### config.mk
export PLATFORM = sky130hd
export DESIGN_NAME = seq_control
export DESIGN_NICKNAME = d
export VERILOG_FILES = /design/src/rtl/seq_control.sv
export SDC_FILE = /design/constraint.sdc
export NUM_CORES = 1
export LEC_CHECK = 0
export ABC_AREA = 1
export BUFFER_PORTS_ARGS = -buffer_cell sky130_fd_sc_hd__buf_4
export CAP_MARGIN = 30
export CORE_AREA = 2 2 39 41
export DETAILED_ROUTE_END_ITERATION = 10
export DIE_AREA = 0 0 41 43
export GPL_TIMING_DRIVEN = 0
export PLACE_DENSITY = 0.75
export SYNTH_ARGS = -nofsm -noshare
export SYNTH_HDL_FRONTEND = slang
export SYNTH_SLANG_ARGS = --single-unit
### constraint.sdc
create_clock -name clk -period 1.1 [get_ports clk]
set_input_delay 0.22 -clock clk [delete_from_list [all_inputs] [get_ports clk]]
set_output_delay 0.22 -clock clk [all_outputs]
set_load 0.01 [all_outputs]
### src/rtl/seq_control.sv
// seq_control: eight-phase instruction sequencer for a small accumulator CPU.
// Optional build macro SEQ_CONTROL_WAIT_EN enables memory wait-state stalling
// and the bus timeout; without it mem_rdy is ignored and bus_err is tied low.
module seq_control #(
  parameter int OP_W    = 3,
  parameter int TIMEOUT = 15
) (
  input  logic            clk,
  input  logic            rst,
  input  logic            zero,
  input  logic [OP_W-1:0] op,
  input  logic            mem_rdy,
  input  logic            run,
  output logic            sel,
  output logic            rd,
  output logic            ld_ir,
  output logic            inc,
  output logic            ld_acc,
  output logic            ld_pc,
  output logic            wr,
  output logic            dout_en,
  output logic            halt,
  output logic            bus_err,
  output logic [3:0]      state
);

  typedef enum logic [3:0] {
    INST_ADDR  = 4'd0,
    INST_FETCH = 4'd1,
    INST_LOAD  = 4'd2,
    IDLE       = 4'd3,
    OP_ADDR    = 4'd4,
    OP_FETCH   = 4'd5,
    ALU_OP     = 4'd6,
    STORE      = 4'd7,
    HALTED     = 4'd8
  } state_t;

  localparam logic [OP_W-1:0] OP_HLT = OP_W'(0);
  localparam logic [OP_W-1:0] OP_SKZ = OP_W'(1);
  localparam logic [OP_W-1:0] OP_ADD = OP_W'(2);
  localparam logic [OP_W-1:0] OP_AND = OP_W'(3);
  localparam logic [OP_W-1:0] OP_XOR = OP_W'(4);
  localparam logic [OP_W-1:0] OP_LDA = OP_W'(5);
  localparam logic [OP_W-1:0] OP_STO = OP_W'(6);
  localparam logic [OP_W-1:0] OP_JMP = OP_W'(7);

  state_t     r_state;
  state_t     w_next;
  logic [8:0] r_strb;
  logic [8:0] w_strb;
  logic       w_hlt, w_skz, w_sto, w_jmp, w_aluop;

  // Opcode decode; full-width compares make every op >= 8 a NOP.
  always_comb begin
    w_hlt   = (op == OP_HLT);
    w_skz   = (op == OP_SKZ);
    w_sto   = (op == OP_STO);
    w_jmp   = (op == OP_JMP);
    w_aluop = (op == OP_ADD) || (op == OP_AND) || (op == OP_XOR) || (op == OP_LDA);
  end

`ifdef SEQ_CONTROL_WAIT_EN
  localparam logic [7:0] TMO = 8'(TIMEOUT);
  logic [7:0] r_wait_cnt;
  logic       r_bus_err;
  logic       w_wait_pt;
  logic       w_stall;
  logic       w_timeout;
`else
  logic [8:0] w_unused;
  assign w_unused = {mem_rdy, 8'(TIMEOUT)};
`endif

  // Next-phase selection, including halt/restart and memory wait stalls.
  always_comb begin
    w_next = r_state;
    case (r_state)
      INST_ADDR:  w_next = INST_FETCH;
      INST_FETCH: w_next = INST_LOAD;
      INST_LOAD:  w_next = IDLE;
      IDLE:       w_next = OP_ADDR;
      OP_ADDR:    w_next = w_hlt ? HALTED : OP_FETCH;
      OP_FETCH:   w_next = ALU_OP;
      ALU_OP:     w_next = STORE;
      STORE:      w_next = INST_ADDR;
      HALTED:     w_next = run ? INST_ADDR : HALTED;
      default:    w_next = INST_ADDR;
    endcase
`ifdef SEQ_CONTROL_WAIT_EN
    w_stall   = 1'b0;
    w_timeout = 1'b0;
    w_wait_pt = (r_state == INST_FETCH) ||
                ((r_state == OP_FETCH) && w_aluop) ||
                ((r_state == STORE) && w_sto);
    if (w_wait_pt && !mem_rdy) begin
      if (r_wait_cnt == TMO) begin
        w_next    = HALTED;
        w_timeout = 1'b1;
      end else begin
        w_next  = r_state;
        w_stall = 1'b1;
      end
    end
`endif
  end

  // Strobes are decoded from the phase being entered so the registered
  // outputs line up with the state register.
  always_comb begin
    w_strb = '0;
    case (w_next)
      INST_ADDR:        w_strb[8] = 1'b1;
      INST_FETCH:       w_strb[8:7] = 2'b11;
      INST_LOAD, IDLE:  w_strb[8:6] = 3'b111;
      OP_ADDR:          w_strb[5] = 1'b1;
      OP_FETCH:         w_strb[7] = w_aluop;
      ALU_OP: begin
        w_strb[7] = w_aluop;
        w_strb[5] = w_skz & zero;
        w_strb[3] = w_jmp;
        w_strb[1] = w_sto;
      end
      STORE: begin
        w_strb[7] = w_aluop;
        w_strb[4] = w_aluop;
        w_strb[3] = w_jmp;
        w_strb[2] = w_sto;
        w_strb[1] = w_sto;
      end
      HALTED:           w_strb[0] = 1'b1;
      default:          w_strb = '0;
    endcase
  end

  // Sequencer state, registered strobes, wait counter and sticky bus error.
  always_ff @(posedge clk) begin
    if (rst) begin
      r_state <= INST_ADDR;
      r_strb  <= 9'b1_0000_0000;
`ifdef SEQ_CONTROL_WAIT_EN
      r_wait_cnt <= '0;
      r_bus_err  <= 1'b0;
`endif
    end else begin
      r_state <= w_next;
      r_strb  <= w_strb;
`ifdef SEQ_CONTROL_WAIT_EN
      r_wait_cnt <= w_stall ? r_wait_cnt + 8'd1 : '0;
      if (w_timeout)
        r_bus_err <= 1'b1;
`endif
    end
  end

  assign {sel, rd, ld_ir, inc, ld_acc, ld_pc, wr, dout_en, halt} = r_strb;
  assign state = r_state;
`ifdef SEQ_CONTROL_WAIT_EN
  assign bus_err = r_bus_err;
`else
  assign bus_err = 1'b0;
`endif

endmodule

Word-level counts from Yosys, hierarchy flattened --
Index checks and enable logic that the tools add are counted.
Storage, ports and cells: output and inout bits 14, register bits 13
Cells by class: bitwise operators 3, eq/ne operators 22, mux-type cells 8, reduce and logical (&&, ||, !) cells 13
Operators by type and width (number):
- 4-bit case mux with 8 select lines | 1
- 4-bit by 3-bit equality test with 1-bit output (second input constant) | 7
- 4-bit by 2-bit equality test with 1-bit output (second input constant) | 4
- 3-bit equality test (second input constant) | 4
- 4-bit by 1-bit equality test with 1-bit output (second input constant) | 2
- 4-bit equality test (second input constant) | 2
- 4-bit logical NOT | 2
- 4-bit 2-to-1 mux | 2
- 2-bit OR reduction | 4
- 3-bit by 2-bit equality test with 1-bit output (second input constant) | 2
- 3-bit OR reduction | 2
- 1-bit case mux with 2 select lines | 2
- 4-bit OR reduction | 1
- 3-bit by 1-bit equality test with 1-bit output (second input constant) | 1
- 3-bit logical NOT | 1
- 1-bit logical OR | 3
- 1-bit 2-to-1 mux | 3
- 1-bit inverter | 2
- 1-bit bitwise AND | 1

Logic depth before layout (Yosys ltp) --
Gate-level depths: netlist of the first run.
word-level depth 7, gate-level depth with buffers 8, mapped depth without buffers 8

Least setup slack after synthesis of the first run --
OpenSTA, ideal clock, no wires.
path type reg-to-reg, start point register r_state[2], in the netlist state[2], end point register r_strb[8], cell stages (with the launch flop) 6, period minus slack after synthesis 1.012 ns, buffers on the path 0, slack 0.088 ns, required time 0.985 ns, arrival 0.897 ns, cells stage by stage dfxtp_1 -> nand2_1 -> nor2_2 -> nand3_1 -> a21oi_2 -> nor2_1
Between the ends: word-level cells in the longest chain between the ends 5, elaborated cells on any way between the ends 15, classes of those cells eq/ne (10); mux (2); reduce/logical (3)
RTL lines:
- from (decl) | RTL line 48 | state_t r_state;
- from (signal assigned) | RTL line 146 | r_state <= w_next;
- 4-bit equality test, or another cell as far along | RTL line 78 | case (r_state)
- 4-bit case mux with 8 select lines (*) | RTL line 78
- 4-bit by 2-bit equality test with 1-bit output, or another cell as far along | RTL line 112 | case (w_next)
- 4-bit OR reduction (no line) (*)
- 1-bit 2-to-1 mux (*) | RTL line 112
- to (signal assigned) | RTL line 147 | r_strb <= w_strb;
- to (decl) | RTL line 50 | logic [8:0] r_strb;
Mark *: on every way between the ends. The rest lies on a longest branch, timed or not. A chain may end at the register's enable or synchronous reset.

Worst setup path in the final report of the first run --
start point register r_state[1], in the netlist state[1], end point register r_strb[8]
The elaborated chain is that of the path after synthesis.

==> results by group, run 1 <==
Logic synthesis
  • FF+latch count, synth: 13
  • Sequential-to-total area share from yosys stat: between 40% and 50%
  • Synthesized instance count: 70
  • Synthesized area: approximately 530 µm²
  • Synth warnings: 0
  • Syn Area/Cell: 7.61 µm²
  • Synth area leaders: dfxtp_1, inv_1, nand2_1, nor2_2, nand3_1
  • Largest area contributor in the netlist: dfxtp_1
  • Unique masters post-synth: 20
  • Syn Nets: a little under 80
  • Yosys top cell area share: 48.8%

Clocking
  • H-tree levels: 1
  • Clk sinks: 13
  • Worst-path clk slew: 80 ps
  • Post-CTS Setup Bufs: 0
  • CTS tree: built
  • Clock Tree Root: clkbuf_4
  • Clock insertion delay at the later pin of the skew report: about 270 ps
  • Total CTS buffers: 3
  • CTS Buffer Depth: 2

Placement
  • Routability Congestion: ~0.77
  • Number of buffer cells added on primary ports: 18
  • DP HPWL: between 700 and 800 µm
  • Post-Place Worst Slack: 29.3 ps
  • Inst Count DP: roughly 100

Critical path
  • Max FO, Critical Path: 4
  • Startpoint Class: register
  • Required @ worst endpoint: about 1300 ps
  • Setup Crit Path Kind: register to register
  • CP Capture Type: register
  • Critical path arrival: about 1200 ps

STA
  • Crit path time final: between 1000 and 1500 ps
  • Setup TNS Final: 0 ps
  • FMAX: 0.968 GHz
  • Final period utilization: around 94%
  • Count of endpoints failing setup in the final report: 0
  • RSZ-0062 raised after global routing: yes
  • Final setup margin: roughly 67 ps
  • Layout Skew: between 6 and 7 ps
  • Count of final max-slew check failures: 0
  • Final hold vios: 0

Die
  • Die X: roughly 40 µm
  • I/O pin count: 22
  • Die area: approximately 0.0018 mm²
  • CORE AREA: approximately 0.0014 mm²
  • FP Rows: 14
  • Initial Util: just under 40%
  • Die height: between 40 and 50 µm

Detailed routing
  • Metal2 WL: between 500 and 600 µm
  • Via density: 4.58
  • Met3 WL: approximately 59 µm
  • Highest metal used: met4
  • Routed vias: around 500
  • DR WL/cell: between 9 and 10 µm
  • Post-Route M1 WL: approximately 430 µm
  • Iteration-0 DRC Markers: 15
  • First-pass DRT Iterations: 2
  • DR DRC count: 0
  • Antenna Nets Post-Route: 0
  • Total Wirelength: 1.05 mm

Power
  • Pwr Total: between 1 and 1.5 mW
  • Lkg Pwr: 0.370 nW
  • Peak supply drop: 0.755 mV
  • Power per cell area: about 1700 mW/mm²

Finish
  • Layout area overhead: 40.6%
  • N_diodes: 0
  • Non-Filler Instances: 108
  • Layout cells sized above 1: between 40% and 50%
  • End-of-flow core utilization: 54.2%
  • Nets: between 100 and 150

Min path
  • Hold WC Path Type: input port to register

GRT
  • Largest net degree at the start of global routing: 9
  • First-pass GRT wire length: 1.68 mm
  • Gr ovfl total: 0
  • GRT Overall Usage: about 14%
  • Number of global-route vias before repair: approximately 430
  • Antenna violations before repair: 0

Run
  • Max-Cap Viols: 0

Outcome
  • Outcome: finished, final reports clean
final timing paths:
kind / from / end / slack, ps / cells past startpoint
min: op[0] / r_strb[1] / 140 / 2
max: state[1] / r_strb[8] / 70 / 6
max reg2reg: state[1] / r_strb[8] / 70 / 6
min reg2reg: state[3] / state[1] / 450 / 1
cell usage in the layout, fill, tap and decap left out:
cell type and n:
a21oi_1 3, a21oi_2 1, a31oi_1 1, buf_4 19, clkbuf_1 2, clkbuf_4 3, conb_1 1, dfxtp_1 9
dfxtp_2 2, dfxtp_4 2, inv_1 7, inv_2 5, inv_4 1, nand2_1 8, nand2_2 4, nand2_4 1
nand3_1 3, nand3_2 1, nand3b_1 1, nand4_1 1, nor2_1 4, nor2_2 4, nor2_4 1, nor3_1 3
nor4_1 1, o21ai_0 3, o21ai_2 1
final cells by class:
cell class	count	area, µm²
fill	133	634
clock buffer	4	26.3
multi-input combinational	42	235
buffer	2	11.3
timing repair buffer	18	135
tap	16	20.0
inverter	13	51.3
sequential	13	270
logic make-up (layout without fill, tap and decap cells):
family | Yosys count | after routing | share of synthesized area [%]
AOI/OAI and AO/OA | 9 | 9 | 10.1
buffers and inverters | 15 | 37 | 11.3
DFF | 13 | 13 | 48.8
other | 1 | 1 | 0.704
and+or+nand+nor | 32 | 32 | 29.1
per-stage QoR:
step           cell area (µm²)  hold slack (ps)
5_1_grt                    749              132
4_1_cts                    714              134
6_report                   749              138
3_3_place_gp               688              419
3_5_place_dp               688              419
2_1_floorplan              533              298
routing by layer:
metal,up-vias,GRT usage [%]
li1,262,-
met1,217,18.5
met2,14,20.3
met3,2,3.14
met4,0,8.00
met5,-,0
synth_stat cells:
cell	n
dfxtp_1	13
inv_1	10
nand2_1	10
nor2_1	5
nand3_1	4
nor2_2	4
a21oi_1	3
inv_2	3
nand2_2	3
nor3_1	3
o21ai_0	3
a21oi_2	1
a31oi_1	1
buf_4	1
clkbuf_1	1
conb_1	1
nand3b_1	1
nand4_1	1
nor4_1	1
o21ai_2	1
where the power goes:
group	internal [mW]	switching (mW)	total, mW
logic	0.174	0.241	0.415
clock network	0.140	0.143	0.283
registers	0.541	0.0494	0.591
total	0.855	0.434	1.29
critical path: stages, from the launching register on:
cell and delay (ps):
dfxtp_2 340, inv_2 90, nand2_4 70, nor2_4 130
nand3_2 90, a21oi_2 150, nor2_1 50
state kept, by name, indices dropped and copies added (netlist names):
register  flops
r_strb        9
state         4
repair_timing:
item	4_1_cts	5_1_grt
setup endpoints to repair	0	9
hold buffers	0	0
gates resized for setup	0	16
(Power assumes the default switching activity.)
==> run 2, diff against run 1 <==
--- a/config.mk
+++ b/config.mk
@@ -13,6 +13,7 @@
 export DIE_AREA = 0 0 41 43
 export GPL_TIMING_DRIVEN = 0
 export PLACE_DENSITY = 0.75
+export REMOVE_ABC_BUFFERS = 1
 export SYNTH_ARGS = -nofsm -noshare
 export SYNTH_HDL_FRONTEND = slang
 export SYNTH_SLANG_ARGS = --single-unit
==> run 2 against run 1 <==
Against the previous run:
- clock power grew 3%
- first-iteration DRC count down 40%
- count of clock-buffer cells in the layout unchanged
==> results by group, run 2 (synthesis results as in run 1) <==
Run
  • Max-Cap Viols: 0 (unchanged)

Clocking
  • Clock Tree Root: clkbuf_4
  • Clock insertion delay at the later pin of the skew report: 270 ps (about the same)
  • Hold_buf cts: 0 (unchanged)
  • H-tree levels: 1 (unchanged)
  • CTS Buffer Depth: 2 (unchanged)
  • Clk sinks: 13 (unchanged)
  • Worst-path clk slew: 80 ps (about the same)
  • Total CTS buffers: 3 (unchanged)
  • CTS tree: built

Die
  • Die area: 0.00176 mm² (unchanged)
  • CORE AREA: 0.00138 mm² (unchanged)
  • FP Rows: 14 (unchanged)
  • Die height: 43 µm (unchanged)
  • Die X: 41 µm (unchanged)
  • Initial Util: 38.5% (unchanged)
  • I/O pin count: 22 (unchanged)

STA
  • FMAX: 0.941 GHz (-2.8%)
  • Final period utilization: 96.6% (+2.7 points)
  • Count of endpoints failing setup in the final report: 0 (unchanged)
  • Layout Skew: 2.21 ps (-4.35 ps)
  • Count of final max-slew check failures: 0 (unchanged)
  • Final hold vios: 0 (unchanged)
  • RSZ-0062 raised after global routing: yes
  • Final setup margin: 37.4 ps (-29.4 ps)
  • Crit path time final: 1060 ps (+29.4 ps)

Min path
  • Hold WC Path Type: input port to register

Placement
  • Number of buffer cells added on primary ports: 19 (+1)
  • Post-Place Worst Slack: 48.2 ps (+19.0 ps)
  • Placed Area: 684 µm² (-0.55%)
  • Routability Congestion: 0.803 (+4.4%)
  • DP HPWL: 753 µm (-4.6%)

Detailed routing
  • Iteration-0 DRC Markers: 9 (-6)
  • Via density: 4.72 (+3.0%)
  • First-pass DRT Iterations: 4 (+2)
  • DR WL/cell: 9.67 µm (-0.38%)
  • DR DRC count: 0 (unchanged)
  • Total Wirelength: 1.04 mm (-0.38%)
  • Antenna Nets Post-Route: 0 (unchanged)
  • Routed vias: 510 (+3.0%)

Finish
  • Layout area overhead: 39.7%
  • Top reg by flops: r_strb
  • Layout cells sized above 1: 46.7% (-2.2 points)
  • Finished Cell Area: 744 µm² (-0.67%)
  • Most frequent cells in the layout: buf_4, dfxtp_1, nand2_1
  • Fill count: 123 (-7.5%)
  • Nets: 101 (unchanged)
  • N_diodes: 0 (unchanged)
  • End-of-flow core utilization: 53.8% (-0.36 points)
  • Max reg flops: 9 (unchanged)
  • Leading cell type in the layout, fill and taps excluded: buf_4

Critical path
  • CP Capture Type: register
  • Cell repeated most along the worst path: inv_2
  • CP Cell Sequence: nand2_2 -> inv_2 -> nand2_1 -> inv_2 -> nand4_1 -> a21oi_1
  • Required @ worst endpoint: 1310 ps (+40 ps)
  • Highest-delay cell along the critical path: dfxtp_1
  • Startpoint Class: register
  • Critical Path Max Stage Delay: 410 ps (+70 ps)
  • Critical path arrival: 1270 ps (+70 ps)
  • WP buf/inv: 2 (+1)
  • Crit path max-delay family: flip-flops
  • Setup Crit Path Kind: register to register
  • Max FO, Critical Path: 4 (unchanged)

GRT
  • Met3 Use GR: 3.14% (unchanged)
  • GRT busiest layer: met2
  • Largest net degree at the start of global routing: 9 (unchanged)
  • Antenna violations before repair: 0 (unchanged)
  • Number of global-route vias before repair: 396 (-7.5%)
  • Met1 usage: 17.0% (-1.5 points)
  • GRT Overall Usage: 13.2% (-0.87 points)
  • Gr ovfl total: 0 (unchanged)
  • First-pass GRT wire length: 1.55 mm (-7.8%)
  • GR Layer Usage met2: 18.1% (-2.2 points)

Outcome
  • Outcome: finished, final reports clean

Power
  • Peak supply drop: 0.811 mV (+7.5%)
  • Power per cell area: 1730 mW/mm² (+0.57%)
  • Lkg Pwr: 0.368 nW (-0.53%)
[run 2: cell types whose count changed in the layout (fill, tap and decap cells not counted)]
cell | previous run | this run
buf_4 | 19 | 20
clkbuf_1 | 2 | 1
dfxtp_1 | 9 | 10
dfxtp_4 | 2 | 1
nand2_1 | 8 | 9
nand2_2 | 4 | 3
nor2_1 | 4 | 5
nor2_2 | 4 | 3
[run 2: routing by layer]
metal  vias to the layer above  routed length, µm  part of all wire (%)
met5                         -                  0                     0
met4                         0                 28                   2.7
met3                         4                 69                   6.6
met2                        16                498                    48
met1                       229                447                    43
li1                        261                  -                     -
[run 2: cell type report]
| cell class | count | area, µm² | area share (%) |
|---|---|---|---|
| clock buffer | 4 | 26.3 | 3.53 |
| timing repair buffer | 20 | 150 | 20.2 |
| tap | 16 | 20.0 | 2.69 |
| sequential | 13 | 267 | 35.8 |
| inverter | 13 | 51.3 | 6.89 |
| multi-input combinational | 42 | 230 | 30.9 |
[run 2: power breakdown]
part / internal, mW / switching (mW)
Sequential: 0.542 / 0.0516
Clock: 0.141 / 0.152
Combinational: 0.172 / 0.230
Total: 0.854 / 0.434
[run 2: final timing paths]
path | from | to | slack (ps) | depth (start not counted)
worst max-delay path | state[2] | r_strb[5] | 40 | 6
worst max register to register | state[2] | r_strb[5] | 40 | 6
worst min register to register | state[3] | state[1] | 450 | 1
worst min-delay path | op[0] | r_strb[1] | 130 | 2
[run 2: stage by stage]
stage	hold WS (ps)	power [mW]	TNS, ps	std cells
5_1_grt	117	1.37	-29.5	108
2_1_floorplan	288	0.804	0	68
4_1_cts	127	1.24	0	107
3_5_place_dp	413	0.954	0	103
3_3_place_gp	416	0.946	0	103
6_report	127	1.29	0	108
[run 2: what timing repair did]
item / CTS / global route
setup endpoints to repair: 0 / 5
setup buffers: 0 / 1
gates resized for setup: 0 / 12
hold endpoints to repair: 0 / 0
